## src/rtl/pipelined_sat_addsub.sv

```systemverilog
// pipelined_sat_addsub
//   Pipelined two's-complement add/subtract unit. Each of the STAGES pipeline
//   stages adds one WIDTH/STAGES-bit slice using 4-bit CLA groups with
//   group-level lookahead. The slice carry is registered into the next stage.
//   The final stage applies optional signed saturation and produces the
//   N/Z/V/C flags. A valid/ready handshake with backpressure stalls all stages
//   together. Latency and capacity are both STAGES beats.
//
// Ports
//   clk, rst             clock; synchronous active-high reset
//   in_valid / in_ready  operand handshake (in_ready is combinational)
//   a, b, cin            operands and carry-in (borrow-in when sub=1)
//   sub, sat             1 = A-B-cin; 1 = saturate on signed overflow
//   out_valid/out_ready  result handshake
//   result               sum/difference after optional saturation
//   flag_n/z/v/c         sign, zero, raw overflow, raw carry (sub: 1 = no borrow)
module pipelined_sat_addsub #(
   parameter int WIDTH  = 16,
   parameter int STAGES = 2
) (
   input  logic             clk,
   input  logic             rst,
   input  logic             in_valid,
   output logic             in_ready,
   input  logic [WIDTH-1:0] a,
   input  logic [WIDTH-1:0] b,
   input  logic             cin,
   input  logic             sub,
   input  logic             sat,
   output logic             out_valid,
   input  logic             out_ready,
   output logic [WIDTH-1:0] result,
   output logic             flag_n,
   output logic             flag_z,
   output logic             flag_v,
   output logic             flag_c
);

   localparam int SW = WIDTH / STAGES;   // bits resolved per stage
   localparam int NG = SW / 4;           // 4-bit CLA groups per stage

   // Slice adder. Returns {carry out, carry into slice MSB, sum}.
   // Group generate/propagate feed a lookahead chain for the group carries,
   // and the bit carries inside each group are expanded from the group carry-in.
   function automatic logic [SW+1:0] cla_slice(input logic [SW-1:0] x,
                                                input logic [SW-1:0] y,
                                                input logic          ci);
      logic [SW-1:0] g, p;
      logic [SW:0]   c;
      logic [NG:0]   gc;
      logic [NG-1:0] gg, gp;
      g  = x & y;
      p  = x ^ y;
      c  = '0;
      gc = '0;
      gg = '0;
      gp = '0;
      for (int j = 0; j < NG; j++) begin
         gg[j] = g[4*j+3] | (p[4*j+3] & g[4*j+2]) | (p[4*j+3] & p[4*j+2] & g[4*j+1])
               | (p[4*j+3] & p[4*j+2] & p[4*j+1] & g[4*j]);
         gp[j] = &p[4*j +: 4];
      end
      gc[0] = ci;
      for (int j = 0; j < NG; j++) gc[j+1] = gg[j] | (gp[j] & gc[j]);
      for (int j = 0; j < NG; j++) begin
         c[4*j]   = gc[j];
         c[4*j+1] = g[4*j] | (p[4*j] & gc[j]);
         c[4*j+2] = g[4*j+1] | (p[4*j+1] & g[4*j]) | (p[4*j+1] & p[4*j] & gc[j]);
         c[4*j+3] = g[4*j+2] | (p[4*j+2] & g[4*j+1]) | (p[4*j+2] & p[4*j+1] & g[4*j])
                  | (p[4*j+2] & p[4*j+1] & p[4*j] & gc[j]);
      end
      c[SW] = gc[NG];
      return {c[SW], c[SW-1], p ^ c[SW-1:0]};
   endfunction

   logic [STAGES:1] vld_q;       // vld_q[j]: valid of the register after stage j-1
   logic             advance;
   logic [WIDTH-1:0] b_eff;
   logic             ci_eff;

   // Final-stage combinational outputs
   logic             fin_vld;
   logic [WIDTH-1:0] fin_sum;
   logic             fin_cout, fin_cmsb, fin_amsb, fin_sat;

   logic [WIDTH-1:0] result_d, result_q;
   logic             v_d;
   logic             n_q, z_q, v_q, c_q;

   // Every stage moves in lockstep; only a stalled head beat blocks the pipe.
   assign advance  = ~vld_q[STAGES] | out_ready;
   assign in_ready = advance;

   assign b_eff  = sub ? ~b : b;
   assign ci_eff = sub ? ~cin : cin;

   for (genvar k = 0; k < STAGES; k++) begin : stg
      localparam int REM = WIDTH - k*SW;   // operand bits still unprocessed at stage k

      logic [REM-1:0]        a_rem, b_rem;
      logic                  ci_s, sat_s, v_in;
      logic [SW+1:0]         r;
      logic [(k+1)*SW-1:0]   s_new;        // sum bits resolved so far, including this slice

      assign r = cla_slice(a_rem[SW-1:0], b_rem[SW-1:0], ci_s);

      if (k == 0) begin : src
         assign a_rem = a;
         assign b_rem = b_eff;
         assign ci_s  = ci_eff;
         assign sat_s = sat;
         assign v_in  = in_valid;
         assign s_new = r[SW-1:0];
      end else begin : src
         assign a_rem = stg[k-1].pipe.a_hi_q;
         assign b_rem = stg[k-1].pipe.b_hi_q;
         assign ci_s  = stg[k-1].pipe.cy_q;
         assign sat_s = stg[k-1].pipe.sat_q;
         assign v_in  = vld_q[k];
         assign s_new = {r[SW-1:0], stg[k-1].pipe.s_q};
      end

      if (k < STAGES-1) begin : pipe
         // Only the operand bits later stages still need travel with the beat.
         logic [REM-SW-1:0]   a_hi_q, b_hi_q;
         logic [(k+1)*SW-1:0] s_q;
         logic                cy_q, sat_q;

         always_ff @(posedge clk) begin
            if (advance && v_in) begin
               a_hi_q <= a_rem[REM-1:SW];
               b_hi_q <= b_rem[REM-1:SW];
               s_q    <= s_new;
               cy_q   <= r[SW+1];
               sat_q  <= sat_s;
            end
         end
      end else begin : fin
         assign fin_vld  = v_in;
         assign fin_sum  = s_new;
         assign fin_cout = r[SW+1];
         assign fin_cmsb = r[SW];
         assign fin_amsb = a_rem[SW-1];   // a[WIDTH-1] selects the saturation rail
         assign fin_sat  = sat_s;
      end
   end

   always_comb begin
      v_d      = fin_cout ^ fin_cmsb;
      result_d = fin_sum;
      if (fin_sat && v_d)
         result_d = fin_amsb ? {1'b1, {(WIDTH-1){1'b0}}} : {1'b0, {(WIDTH-1){1'b1}}};
   end

   always_ff @(posedge clk) begin
      if (rst) begin
         vld_q    <= '0;
         result_q <= '0;
         n_q      <= 1'b0;
         z_q      <= 1'b0;
         v_q      <= 1'b0;
         c_q      <= 1'b0;
      end else if (advance) begin
         vld_q[1] <= in_valid;
         for (int j = 2; j <= STAGES; j++) vld_q[j] <= vld_q[j-1];
         // Bubbles leave the output registers untouched.
         if (fin_vld) begin
            result_q <= result_d;
            n_q      <= result_d[WIDTH-1];
            z_q      <= ~|result_d;
            v_q      <= v_d;
            c_q      <= fin_cout;
         end
      end
   end

   assign out_valid = vld_q[STAGES];
   assign result    = result_q;
   assign flag_n    = n_q;
   assign flag_z    = z_q;
   assign flag_v    = v_q;
   assign flag_c    = c_q;

endmodule

```

## config.mk

```make
export PLATFORM = sky130hd
export DESIGN_NAME = pipelined_sat_addsub
export DESIGN_NICKNAME = d
export VERILOG_FILES = /design/src/rtl/pipelined_sat_addsub.sv
export SDC_FILE = /design/constraint.sdc
export NUM_CORES = 1
export LEC_CHECK = 0
export ABC_AREA = 1
export BUFFER_PORTS_ARGS = -buffer_cell sky130_fd_sc_hd__buf_2
export CORE_MARGIN = 2
export CORE_UTILIZATION = 50
export DETAILED_ROUTE_END_ITERATION = 12
export PLACE_DENSITY_LB_ADDON = 0.1
export SLEW_MARGIN = 0
export SYNTH_ARGS = -nofsm -noshare
export SYNTH_HDL_FRONTEND = slang
export SYNTH_SLANG_ARGS = --single-unit
```

## constraint.sdc

```tcl
create_clock -name clk -period 3 [get_ports clk]
set_input_delay 0.3 -clock clk [delete_from_list [all_inputs] [get_ports clk]]
set_output_delay 0.3 -clock clk [all_outputs]
set_load 0.02 [all_outputs]
```

==> flow_metrics.tcl, run 1 <==
set metrics [dict create \
    status "completed" \
    drc_errors 0 \
    synth_cells 276 \
    holdBufCountCts 0 \
    syn2layout_area_growth_pct 17.3 \
    power.total_mw 1.65 \
    fin_crit_sh_pct 76.8 \
    synth_cell_type_count 36 \
    num_antenna_cells 0 \
    synth_flop_cell "edfxtp_1" \
    hp-start "a[11]" \
    r2r_slack_ps 700 \
    drv_cap 0 \
    layout_min_cycle_time_ps 2300 \
    fmax_mhz 434 \
    synth.yosys.seq_area_share_pct 45.3 \
    cp_top_family "simple AND/OR/NAND/NOR gates" \
    die-area_um2 5900 \
    wire_per_inst_um 11.6 \
    hold_violations 0 \
    postCtsSetupBuffers 0 \
    portBuffers 60 \
    fin_ws_ps 696 \
    first_iter_violations 107 \
    crit_path_top_delay_cell "edfxtp_1" \
    critPathMostFrequentCell "nor2_1" \
    slew_headroom_pct 43.7 \
    finalSetupViolations 0 \
    num_vias 1939 \
    yosysTopAreaCellShare_pct 29.4 \
    layout.nets 396 \
    drv_slew 0 \
    start_util_pct 51.9 \
    critPathCaptureType "flop" \
    crit_start "stg[0].pipe.a_hi_q[7]$_DFFE_PP_" \
    power.density_nw_per_um2 530 \
    reg2reg_from "stg[0].pipe.a_hi_q[7]$_DFFE_PP_" \
    place_ws_ps 642 \
    synth_area_per_cell_um2 9.61 \
    start_kind "flop" \
    hpwl_um 3590 \
    leakagePower_nw 1.58 \
    clk_latency_ps 300 \
    required_ps 3200 \
    multiInputGateArea_um2 1220 \
    grt_pass1_wl_um 8070 \
    critPathKind "reg -> reg" \
    synth-seq-cells 47 \
    layout-drive-gt1-share_pct 26.0 \
    via_per_inst 4.75 \
    grt_pass1_vias 1799 \
    critPathMaxStageDelay_ps 410 \
    cts_buffer_depth 2 \
    die_h_um 76.8 \
    hold_path_class "in -> reg" \
    numCtsBuffers 5 \
    die_w_um 76.8 \
    max-vdd-ir-drop_mv 0.328 \
    path_buf_inv 1 \
    post-synth-top-count-cell "inv_1" \
    root_buffer "clkbuf_8" \
    nFillCells 463 \
    ys_top_cells_by_count "inv_1 (46), nand2_1 (38), edfxtp_1 (26)" \
    gp_congestion 0.810 \
    regArea_um2 1200 \
    fp-row-count 26 \
    syn_area_um2 2650 \
    synthArstFlopShare_pct 0 \
    io_pins 61 \
    overflow 0 \
    synth_fp_nets 335 \
    whs_ps 167 \
    clock_sinks 47 \
    arrival_ps 2510 \
    drt_first_pass_iters 4 \
    synth.largest_area_cell "edfxtp_1" \
    crit_chain "ha_1, a21oi_1, nand3_1, inv_1, nand2_2, nand2_4, nand4_2, nand2_1, nor2_1, nand2_1, nor2_1, nor2_1, nor2_1" \
    final_core_utilization_pct 60.9 \
    cts_tree "done" \
    synthTopCellsByArea "edfxtp_1 (29%), dfxtp_1 (16%), ha_1 (7.6%)" \
    finClkSkew_ps 7.87 \
    setup_tns_ps 0 \
    antenna_left 0 \
    tightest_slew_ps 843 \
    grt_max_degree 27 \
    path_clk_slew_ps 90 \
    synth_edf_count 26 \
    core_area_um2 5110 \
    cts_resized 0 \
    antenna_found_initial 0 \
    crit_fanout 16 \
    htree_levels 2 \
    ys_warn_count 0 \
    rsz0062_at_grt "no" \
    wirelength_um 4740 \
    grtUsageTotal_pct 17.3 \
]
==> cell type report <==
type                    count  share of cell area, %
multi-input cells         173                   39.3
flip-flops and latches     47                   38.6
repair buffers             63                   10.4
well taps                  70                   2.82
inverters                  47                   5.67
clock buffers               8                   3.26
==> cells by family after synthesis <==
group | count (synthesis) | share of synthesized area, %
simple gates | 88 | 16.4
buf+inv | 56 | 8.73
flops | 47 | 45.3
compound gates | 37 | 9.44
xor+xnor | 28 | 9.53
fa+ha+maj | 20 | 10.6
==> flip-flops by register name, indices dropped and copies added (netlist names) <==
signal           cells
stg.pipe.b_hi_q      8
stg.pipe.a_hi_q      8
fin_sat              1
vld_q                2
stg.pipe.s_q         8
flag_z               1
flag_c               1
result              16
stg.pipe.cy_q        1
flag_v               1
==> layout by cell type, fill, tap and decap left out, types with 9 or more instances in the layout <==
master	instances
ha_1	16
buf_2	60
o211ai_1	14
dfxtp_1	21
xor2_1	20
inv_1	46
edfxtp_1	26
nor2_1	18
nand3_1	16
nand2_1	38
a21oi_1	9
==> per-layer routing <==
layer / share of wire [%] / GRT usage (%) / vias up
met1: 47 / 21.9 / 855
li1: - / - / 1023
met2: 47 / 29.0 / 52
met5: 0 / 0 / -
met4: 1.9 / 6.91 / 0
met3: 4.2 / 3.65 / 9
==> path summary, 6_finish.rpt <==
path                                          end  cells after the start
setup / recovery              flag_z$_SDFFE_PP0P_                     13
hold / removal    stg[0].pipe.a_hi_q[3]$_DFFE_PP_                      1
setup reg to reg              flag_z$_SDFFE_PP0P_                     13
hold reg to reg             vld_q[1]$_SDFFE_PP0N_                      2
==> per-stage QoR <==
stage               area [µm²]  instances
detailed placement        3010        400
finish                    3110        408
CTS                       3110        408
global route              3110        408
floorplan                 2650        276
global placement          3010        400
==> where the power goes <==
group / total [mW] / internal (mW) / switching [mW] / leakage [nW]
registers: 0.783 / 0.756 / 0.0276 / 0.426
clock network: 0.421 / 0.216 / 0.205 / 0.0506
logic: 0.445 / 0.176 / 0.269 / 1.10
total: 1.65 / 1.15 / 0.502 / 1.58
(Power assumes the default switching activity.)
==> run 2: changes to the inputs <==
- CORE_UTILIZATION: 50 -> 49
- clock period: 3 -> 2.1 ns (I/O delays scaled with it)
==> run 2 against run 1 <==
Against the previous run:
- the run now ends with setup timing left
- core utilization up 3.0 points
- wire length up 1.1%
- sequential share of layout area down 2.3 points
- clock power up 23%
- final cell count up 5.4%
- flip-flop and latch count unchanged
==> flow_metrics.tcl, run 2 (synthesis results as in run 1) <==
set metrics [dict create \
    status "complete, but fails checks" \
    violations "setup timing" \
    via_per_inst 4.70 \
    required_ps 2340 \
    hpwl_um 3700 \
    place_area_um2 3150 \
    grt_pass1_vias 1880 \
    die_w_um 77.6 \
    layout_min_cycle_time_ps 2100 \
    largest_reg_flops 16 \
    hp-start "a[15]" \
    layout-drive-gt1-share_pct 32.2 \
    busiest_layer "met2" \
    drt_first_pass_iters 4 \
    finClkSkew_ps 3.35 \
    start_kind "flop" \
    rr_endpoint "flag_z$_SDFFE_PP0P_" \
    layout.nets 418 \
    clk_latency_ps 300 \
    die_h_um 77.6 \
    critPathCaptureType "flop" \
    portBuffers 60 \
    fmax_mhz 476 \
    die-area_um2 6020 \
    numCtsBuffers 5 \
    num_vias 2020 \
    slew_headroom_pct 69.2 \
    grt_pass1_wl_um 8070 \
    power.total_mw 2.37 \
    finalSetupViolations 1 \
    gp_congestion 0.815 \
    rsz0062_at_grt "yes" \
    power.density_nw_per_um2 718 \
    syn2layout_area_growth_pct 24.7 \
    overflow 0 \
    clock_sinks 47 \
    root_buffer "clkbuf_8" \
    first_iter_violations 95 \
    core_area_um2 5170 \
    crit_fanout 6 \
    fin_ws_ps -1.62 \
    final_cell_mix "buf_2 (60), inv_1 (46), nand2_1 (36)" \
    antenna_left 0 \
    cts_buffer_depth 2 \
    max-vdd-ir-drop_mv 0.347 \
    cts_tree "done" \
    fin_crit_sh_pct 100 \
    use_met1_pct 20.7 \
    leakagePower_nw 1.67 \
    wirelength_um 4790 \
    worst_hold_path.num_cells 1 \
    arrival_ps 2340 \
    gr-usage-met3_pct 3.72 \
    start_util_pct 51.3 \
    critPathKind "reg -> reg" \
    reg2reg_from "stg[0].pipe.b_hi_q[0]$_DFFE_PP_" \
    grt_max_degree 27 \
    hold_end "stg[0].pipe.a_hi_q[7]$_DFFE_PP_" \
    place_ws_ps -51.7 \
    r2r_slack_ps -2 \
    tightest_slew_ps 461 \
    io_pins 61 \
    wire_per_inst_um 11.1 \
    final_core_utilization_pct 63.9 \
    hold_path_class "in -> reg" \
    path_clk_slew_ps 80 \
    rr_worst_depth 13 \
    holdBufCountCts 0 \
    grtUsageMet2_pct 29.2 \
    fin_area_um2 3310 \
    layout_commonest_cell "buf_2" \
    grtUsageTotal_pct 16.9 \
    drc_errors 0 \
    hold_violations 0 \
    htree_levels 2 \
    drv_slew 0 \
    antenna_found_initial 0 \
    fp-row-count 26 \
    num_antenna_cells 0 \
    drv_cap 0 \
]
-- run 2: metal layers --
| layer | vias up | wire (µm) |
|---|---|---|
| met1 | 895 | 2160 |
| met5 | - | 0 |
| met4 | 0 | 73 |
| met3 | 8 | 244 |
| li1 | 1063 | - |
| met2 | 54 | 2310 |
-- run 2: critical path, stage by stage, from the launching register on --
cell and delay, ps:
edfxtp_1 420, ha_1 300, nand2_1 60, nand2_2 100
nand3_2 90, nand2_4 110, fa_2 440, nand2_1 80
inv_1 50, nor2_1 90, nand3_1 80, nor2_1 110
nor2_1 50, nor2_1 70
-- run 2: what timing repair did --
item | in CTS | in global routing
buffers inserted | 1 | 2
resized for setup | 2 | 5
pin swaps | 1 | 2
endpoints found under the setup margin | 1 | 16
gates cloned | 0 | 1
endpoints found under the hold margin | 0 | 0
-- run 2: metrics by stage --
| stage | instances | hold slack, ps | TNS (ps) |
|---|---|---|---|
| floorplan | 276 | 279 | -5.82 |
| global placement | 418 | 387 | -56.9 |
| detailed placement | 418 | 388 | -173 |
| CTS | 427 | 79.0 | -3.69 |
| global route | 430 | 71.5 | -1240 |
| finish | 430 | 82.9 | -1.62 |
-- run 2: power breakdown --
part           leakage [nW]  internal (mW)  switching [mW]
Sequential            0.426           1.08          0.0452
Combinational          1.21          0.326           0.404
Clock                0.0422          0.234           0.284
Total                  1.67           1.64           0.733
-- run 2: layout make-up --
class                           instances  area [µm²]
Inverter                               47         176
Clock inverter                          1        5.00
Multi-Input combinational cell        174        1280
Fill cell                             429        1870
Timing Repair Buffer                   84         480
Tap cell                               70        87.6
Clock buffer                            7        76.3
Sequential cell                        47        1200
-- run 2: worst max-delay path by stage --
stage | from | endpoint | slack [ps] | cells past startpoint
6_report | stg[0].pipe.b_hi_q[0]$_DFFE_PP_ | flag_z$_SDFFE_PP0P_ | -2 | 13
5_1_grt | stg[0].pipe.b_hi_q[0]$_DFFE_PP_ | flag_z$_SDFFE_PP0P_ | -210 | 13
4_1_cts | stg[0].pipe.a_hi_q[0]$_DFFE_PP_ | flag_z$_SDFFE_PP0P_ | -4 | 14
3_5_place_dp | sub | stg[0].pipe.cy_q$_DFFE_PP_ | -50 | 11
3_3_place_gp | sub | stg[0].pipe.cy_q$_DFFE_PP_ | -30 | 11
2_1_floorplan | sub | stg[0].pipe.cy_q$_DFFE_PP_ | -6 | 11
